`src/rtl/note_recorder.sv`:
```
// -----------------------------------------------------------------------------
// note_recorder
//
// Captures a player-entered note sequence from the four note keys and packs it
// into the level format used by playback/response: first note in the most
// significant nibble, 4 bits per note, unused nibbles zero.
//
// Parameters
//   MAX_NOTES        capacity in notes (1..15)
//   DEBOUNCE_CYCLES  consecutive stable synchronised samples before a key
//                    change is accepted (use 500000 on the board)
//
// Ports
//   clk            system clock, rising edge
//   reset_n        asynchronous active-low reset
//   start          pulse: clear buffer and begin recording
//   stop           pulse: end recording early (only with >= 1 note, WAIT_PRESS)
//   note_inputs    raw keys, active-high, asynchronous to clk
//   level_data     recorded notes, left-justified
//   level_length   number of notes recorded
//   note_valid     pulse per accepted note
//   invalid_press  pulse when a debounced press is not one-hot
//   recording      high while waiting for press/release
//   done           high once recording has finished
//   note_outputs   key echo for LEDs
//
// Build option
//   NOTE_RECORDER_ECHO_EN  when defined, note_outputs mirrors the debounced
//                          keys while recording; otherwise it is tied to 0.
// -----------------------------------------------------------------------------
module note_recorder #(
  parameter int MAX_NOTES       = 4,
  parameter int DEBOUNCE_CYCLES = 4
) (
  input  logic                   clk,
  input  logic                   reset_n,
  input  logic                   start,
  input  logic                   stop,
  input  logic [3:0]             note_inputs,
  output logic [4*MAX_NOTES-1:0] level_data,
  output logic [3:0]             level_length,
  output logic                   note_valid,
  output logic                   invalid_press,
  output logic                   recording,
  output logic                   done,
  output logic [3:0]             note_outputs
);

  localparam int              CW        = $clog2(DEBOUNCE_CYCLES + 1);
  localparam logic [CW-1:0]   CNT_MAX   = CW'(DEBOUNCE_CYCLES);
  localparam logic [3:0]      MAX_COUNT = 4'(MAX_NOTES);

  typedef enum logic [1:0] {
    IDLE         = 2'd0,
    WAIT_PRESS   = 2'd1,
    WAIT_RELEASE = 2'd2,
    DONE         = 2'd3
  } state_t;

  state_t        state;
  logic [3:0]    sync1, sync2;
  logic [3:0]    deb, deb_prev;
  logic [CW-1:0] stab_cnt;
  logic [3:0]    count;

  // ---------------------------------------------------------------------------
  // Synchroniser and debounce.
  // sync1 holds the next sample of sync2, so sync1 != sync2 flags a change
  // arriving and restarts the stability count. Once sync2 has differed from
  // deb for DEBOUNCE_CYCLES consecutive samples, deb takes it; the update
  // itself is checked first so a change arriving on that very edge does not
  // throw away an already-qualified value.
  // ---------------------------------------------------------------------------
  always_ff @(posedge clk or negedge reset_n) begin
    if (!reset_n) begin
      sync1    <= '0;
      sync2    <= '0;
      deb      <= '0;
      deb_prev <= '0;
      stab_cnt <= '0;
    end else begin
      sync1    <= note_inputs;
      sync2    <= sync1;
      deb_prev <= deb;
      if (sync2 == deb) begin
        stab_cnt <= '0;
      end else if (stab_cnt == CNT_MAX) begin
        deb      <= sync2;
        stab_cnt <= '0;
      end else if (sync1 != sync2) begin
        stab_cnt <= '0;
      end else begin
        stab_cnt <= stab_cnt + 1'b1;
      end
    end
  end

  // A press is only the 0 -> nonzero transition of deb, so a key already
  // held when recording starts must be released before it counts.
  logic press_edge;
  logic deb_onehot;
  assign press_edge = (deb_prev == 4'd0) && (deb != 4'd0);
  assign deb_onehot = (deb != 4'd0) && ((deb & (deb - 4'd1)) == 4'd0);

  // ---------------------------------------------------------------------------
  // Recording FSM. Status outputs are registered alongside the state so that
  // done/recording change on the same edge as the state they describe.
  // ---------------------------------------------------------------------------
  always_ff @(posedge clk or negedge reset_n) begin
    if (!reset_n) begin
      state         <= IDLE;
      level_data    <= '0;
      count         <= '0;
      note_valid    <= 1'b0;
      invalid_press <= 1'b0;
      recording     <= 1'b0;
      done          <= 1'b0;
    end else begin
      note_valid    <= 1'b0;
      invalid_press <= 1'b0;
      if (start) begin
        // start wins over any simultaneous stop or press
        state      <= WAIT_PRESS;
        level_data <= '0;
        count      <= '0;
        recording  <= 1'b1;
        done       <= 1'b0;
      end else begin
        case (state)
          IDLE: ;
          WAIT_PRESS: begin
            if (stop && count != 4'd0) begin
              state     <= DONE;
              recording <= 1'b0;
              done      <= 1'b1;
            end else if (press_edge) begin
              state <= WAIT_RELEASE;
              if (deb_onehot) begin
                if (count < MAX_COUNT) begin
                  for (int i = 0; i < MAX_NOTES; i++) begin
                    if (count == 4'(i))
                      level_data[4*(MAX_NOTES-1-i) +: 4] <= deb;
                  end
                  count      <= count + 4'd1;
                  note_valid <= 1'b1;
                end
              end else begin
                invalid_press <= 1'b1;
              end
            end
          end
          WAIT_RELEASE: begin
            if (deb == 4'd0) begin
              if (count == MAX_COUNT) begin
                state     <= DONE;
                recording <= 1'b0;
                done      <= 1'b1;
              end else begin
                state <= WAIT_PRESS;
              end
            end
          end
          DONE: ;
          default: state <= IDLE;
        endcase
      end
    end
  end

  assign level_length = count;

`ifdef NOTE_RECORDER_ECHO_EN
  always_ff @(posedge clk or negedge reset_n) begin
    if (!reset_n) note_outputs <= '0;
    else          note_outputs <= recording ? deb : 4'd0;
  end
`else
  assign note_outputs = 4'd0;
`endif

endmodule

```
`config.mk`:
```
export PLATFORM = sky130hd
export DESIGN_NAME = note_recorder
export DESIGN_NICKNAME = d
export VERILOG_FILES = /design/src/rtl/note_recorder.sv
export SDC_FILE = /design/constraint.sdc
export NUM_CORES = 1
export LEC_CHECK = 0
export ABC_AREA = 1
export CAP_MARGIN = 10
export CORE_UTILIZATION = 46
export DETAILED_ROUTE_END_ITERATION = 12
export DONT_BUFFER_PORTS = 1
export GPL_ROUTABILITY_DRIVEN = 0
export PLACE_DENSITY = 0.62
export SLEW_MARGIN = 20
export SYNTH_ARGS = -nofsm -noshare
export SYNTH_HDL_FRONTEND = slang
export SYNTH_SLANG_ARGS = --single-unit
```
`constraint.sdc`:
```
create_clock -name clk -period 1.53 [get_ports clk]
set_input_delay 0.2295 -clock clk [delete_from_list [all_inputs] [get_ports clk]]
set_output_delay 0.2295 -clock clk [all_outputs]
set_load 0.02 [all_outputs]
```
### After elaboration in Yosys (flattened, before gate mapping)

Index checks and enable logic that the tools add are counted.
Widths: inputs -> output; s select.

* add/sub/neg operators: 3
* $lt $le $gt $ge: 1
* equal/unequal tests: 14
* bitwise gates (word level): 2
* reduce and logical (&&, ||, !) cells: 26
* multiplexer cells: 46

Operators with widths (number)
* $mux 16: 6
* $mux 4: 10
* $reduce_and 6->1: 4
* $mux 1: 19
* $logic_not 4->1: 4
* $reduce_bool 2->1: 8
* $mux 2: 5
* $mux 3: 3
* $ne 3x3->1 const B: 3
* $eq 4x2->1 const B: 2
* $reduce_bool 4->1: 2
* $reduce_and 5->1: 1
* $add 4x1->4 const B: 1
* $and 4x4->4: 1
* $eq 4x1->1 const B: 1
* $eq 4x3->1 const B: 1
* $eq 4x4->1: 1
* $lt 4x3->1 const B: 1
* $ne 4x4->1: 1
* $ne 4x4->1 const B: 1
* $pmux 1 s2: 2
* $pmux 2 s2: 1
* $reduce_and 4->1: 1
* $sub 4x1->4 const B: 1
* 10 further kinds: 12

* output and inout bits: 28
* flip-flop bits (word level): 45
* word-level logic and storage cells: 107

### Longest topological paths before layout

* word-level depth: 9
* gate-level depth with buffers: 9
* gate-level depth less buffers: 9

### Worst setup path after synthesis

OpenSTA, ideal clock, no wires.

* kind: register to register
* from: register count[0] (netlist: level_length[0])
* to: register level_data[1]
* stages on the path, launching flop included: 9
* data required time: 1.413 ns
* path buffers: 0
* arrival: 1.398 ns
* setup slack: 0.015 ns
* cell sequence: dfrtp_1 > inv_1 > ha_1 > o21ai_2 > nand2_4 > inv_6 > nor2_8 > nand4_1 > nand2_1

* longest elaborated chain between the ends: 4
* elaborated cells on any way between the ends: 8

Ends and longest elaborated chain
* from (decl): line 64 `logic [3:0] count;`
* from (signal assigned): line 144 `count <= count + 4'd1;`
* branches (longest 3 deep; another with $lt 4x3->1)
* $reduce_and 6->1 (no line) (*)
* to (signal assigned): line 112 `level_data <= '0;`
* to (signal assigned): line 124 `level_data <= '0;`
* to (signal, indexed assignment): line 142 `level_data[4*(MAX_NOTES-1-i) +: 4] <= deb;`
* to (decl): line 40 `output logic [4*MAX_NOTES-1:0] level_data,`

Mark *: on every way between the ends.
A chain may end at the register's enable or synchronous reset.

### Final worst setup path

* from: register state[1]
* to: register level_data[11]

* longest elaborated chain between the ends: 3

Ends and longest elaborated chain
* from (decl): line 60 `state_t state;`
* from (signal assigned): line 111 `state <= IDLE;`
* from (signal assigned): line 123 `state <= WAIT_PRESS;`
* from (signal assigned): line 133 `state <= DONE;`
* $eq 2x1->1: line 129 `case (state)`
* $reduce_bool 2->1 (no line)
* $reduce_and 6->1 (no line)

No other way between the ends.

==> metrics.txt <==
R2R setup slack between 0.08 and 0.09 ns; largest net degree at the start of global routing 46; Tmin final roughly 1.4 ns; GRT busiest layer met2; Area after DPL 0.00242 sq mm; width of the chip 73.2 um; core box area 0.00482 sq mm; Initial Util 48.5%; final non-filler cell total 332; syn avg cell area 9.49 sq um; largest delay contributor family on the critical path simple AND/OR/NAND/NOR gates; Most common cell on crit path nand2_1; Inserted Clock Buffers 5; TritonRoute pass-1 iters 4; kind of critical path reg -> reg; Slowest cell on crit path dfrtp_1; maxcap violations 0; Syn. warnings 0; Hold Path Class in -> reg; area occupied by multi-input gates 0.00107 sq mm; Tot GR Track Use between 10% and 20%; residual overflow from global routing 0; compound-gate portion of the synthesized area 2.84%; initial antenna violation count 0; share of cells above drive strength 1 18.1%; skew final 0.00739 ns; Slew Viols, Final 0; Final Cell Area 0.00262 sq mm; Clock transition at path regs 0.09 ns; Cell Area, Synth 0.00233 sq mm; worst-case clock buffer depth 2; synth unique cells 33; sequential fraction of the synthesis area between 40 and 50%; mean routed wirelength per cell 11.9 um; fin util 54.4%; clk_lat worst skew 0.30 ns; Synth Flop Type dfrtp_1; status finished, final reports clean; Yosys top cell area share 48.2%; Layout area overhead 12.3%; Peak Freq 0.693 GHz; WP buf/inv 1; clock sinks 45; CP Data Required Time 1.74 ns; cell type with the largest total area after synthesis dfrtp_1; first-pass GRT wire length 6560 um; top post-synthesis cells by area dfrtp_1, nand2_1, nand4_1; Crit path arrival time 1.65 ns; post-layout worst setup margin 0.0867 ns; vias in the first global route 1493; static leakage 1.27 nW; final hold slack 0.0428 ns; Die H roughly 73 um; Max FO, Critical Path 5; row count 25; ANT cells 0; Nets 278; most common cell in the netlist nand2_1; vias per cell 4.83; ys async rst share 100%; Global Route met2 Usage 26.1%; Setup-failing EPs final 0; PD cells 1250 mW/mm^2; largest family of logic cells by synthesized area simple AND/OR/NAND/NOR gates; M1 GR Usage 20.7%; Via Count 1604; H-tree levels 2; Post-synth EDFFs 0; DRT iter0 DRCs 50; TritonCTS clock tree built; Design Power 3.29 mW; post-synthesis xor/xnor area fraction 3.38%; CP Launch Type register; Post-DP HPWL 2810 um; critical path capture point type register; Yosys reg bits 45; Antenna Violating Nets Remaining 0; I/O Pins 36; CP max stage delay between 0.4 and 0.5 ns; post-synthesis mux area share 0%; Peak supply drop roughly 0.51 mV; Root Buffer clkbuf_8; Inst Count DP roughly 320; hold violation count in the final report 0; register area 0.00113 sq mm; routed wire length slightly below 4000 um; Final TNS setup 0 ns; Synth top cells by count nand2_1, dfrtp_1, inv_1, nand4_1, nor2_1; Cells after Synth 246; GRT met3 Usage 4.83%; Post-Place Worst Slack 0.0943 ns; crit path cell chain nor2_4, nor2_1, inv_1, nand2_1, nor2_8, nand3_4, nand2_1, nand2_1; port buffer count 0; number of fill cells 449; synthesized-area fraction occupied by adder cells 3.22%; DRC Markers 0; Die ar. 0.00536 sq mm; Post-Synth Simple-Gate Area between 30% and 40%; crit share post-route 94.3%
==> cells in the final DEF (no fill, tap or decap), drive strengths merged <==
cell         count
a21oi            2
and2             1
buf             12
clkbuf           5
clkinv           1
clkinvlp         1
conb             4
dfrtp           45
dlygate4sd3      5
ha               6
inv             24
nand2           77
nand3           18
nand3b           2
nand4           19
nor2            22
nor3             2
o21ai            9
o21bai           1
xnor2            5
xor2             4
==> routing by layer <==
layer | vias to the layer above | share of wire, %
met4 | 0 | 1.5
met2 | 31 | 49
met1 | 744 | 46
met3 | 6 | 3.8
li1 | 823 | -
met5 | - | 0
==> where the power goes <==
group | total, mW | internal (mW) | switching (mW)
Combinational | 1.10 | 0.408 | 0.696
Clock | 0.753 | 0.324 | 0.429
Sequential | 1.43 | 1.30 | 0.131
Total | 3.29 | 2.03 | 1.26
==> logic make-up (layout without fill, tap and decap cells) <==
kind of cell / count (synthesis) / count (layout)
simple gates: 141 / 141
xor+xnor: 9 / 9
flops: 45 / 45
fa+ha+maj: 6 / 6
other cells: 1 / 4
buf+inv: 32 / 48
compound gates: 12 / 12
==> flip-flops by register name (all words and copies together) (netlist names) <==
| signal | flops |
|---|---|
| deb | 4 |
| note_valid | 1 |
| done | 1 |
| invalid_press | 1 |
| deb_prev | 4 |
| sync2 | 4 |
| level_length | 4 |
| stab_cnt | 3 |
| state | 2 |
| recording | 1 |
| level_data | 16 |
| sync1 | 4 |
==> final timing paths <==
path / from / end / cells after the start
setup / recovery: state[1] / level_data[11] / 8
hold / removal: start / done / 1
setup reg to reg: state[1] / level_data[11] / 8
hold reg to reg: sync1[1] / sync2[1] / 0
max in group asynchronous: reset_n / level_length[2] / 2
min in group asynchronous: reset_n / level_data[3] / 2
==> worst register-to-register path, delay by kind of cell (launching register included) <==
| kind | cells | cell delay (ns) |
|---|---|---|
| buf+inv | 1 | 0.17 |
| simple gates | 7 | 0.77 |
| flops | 1 | 0.42 |
==> final cells by class <==
class	instances	area share (%)
flip-flops and latches	45	43.0
multi-input cells	172	40.7
repair buffers	17	6.25
inverters	23	3.48
well taps	67	3.20
clock buffers	5	2.63
clock inverters	3	0.811
==> repair_timing <==
item | 4_1_cts | 5_1_grt
hold endpoints to repair | 49 | 0
setup endpoints to repair | 0 | 10
hold buffers | 6 | 0
setup buffers | 0 | 2
resized for setup | 0 | 6
Power figures use the tool's default switching activity.
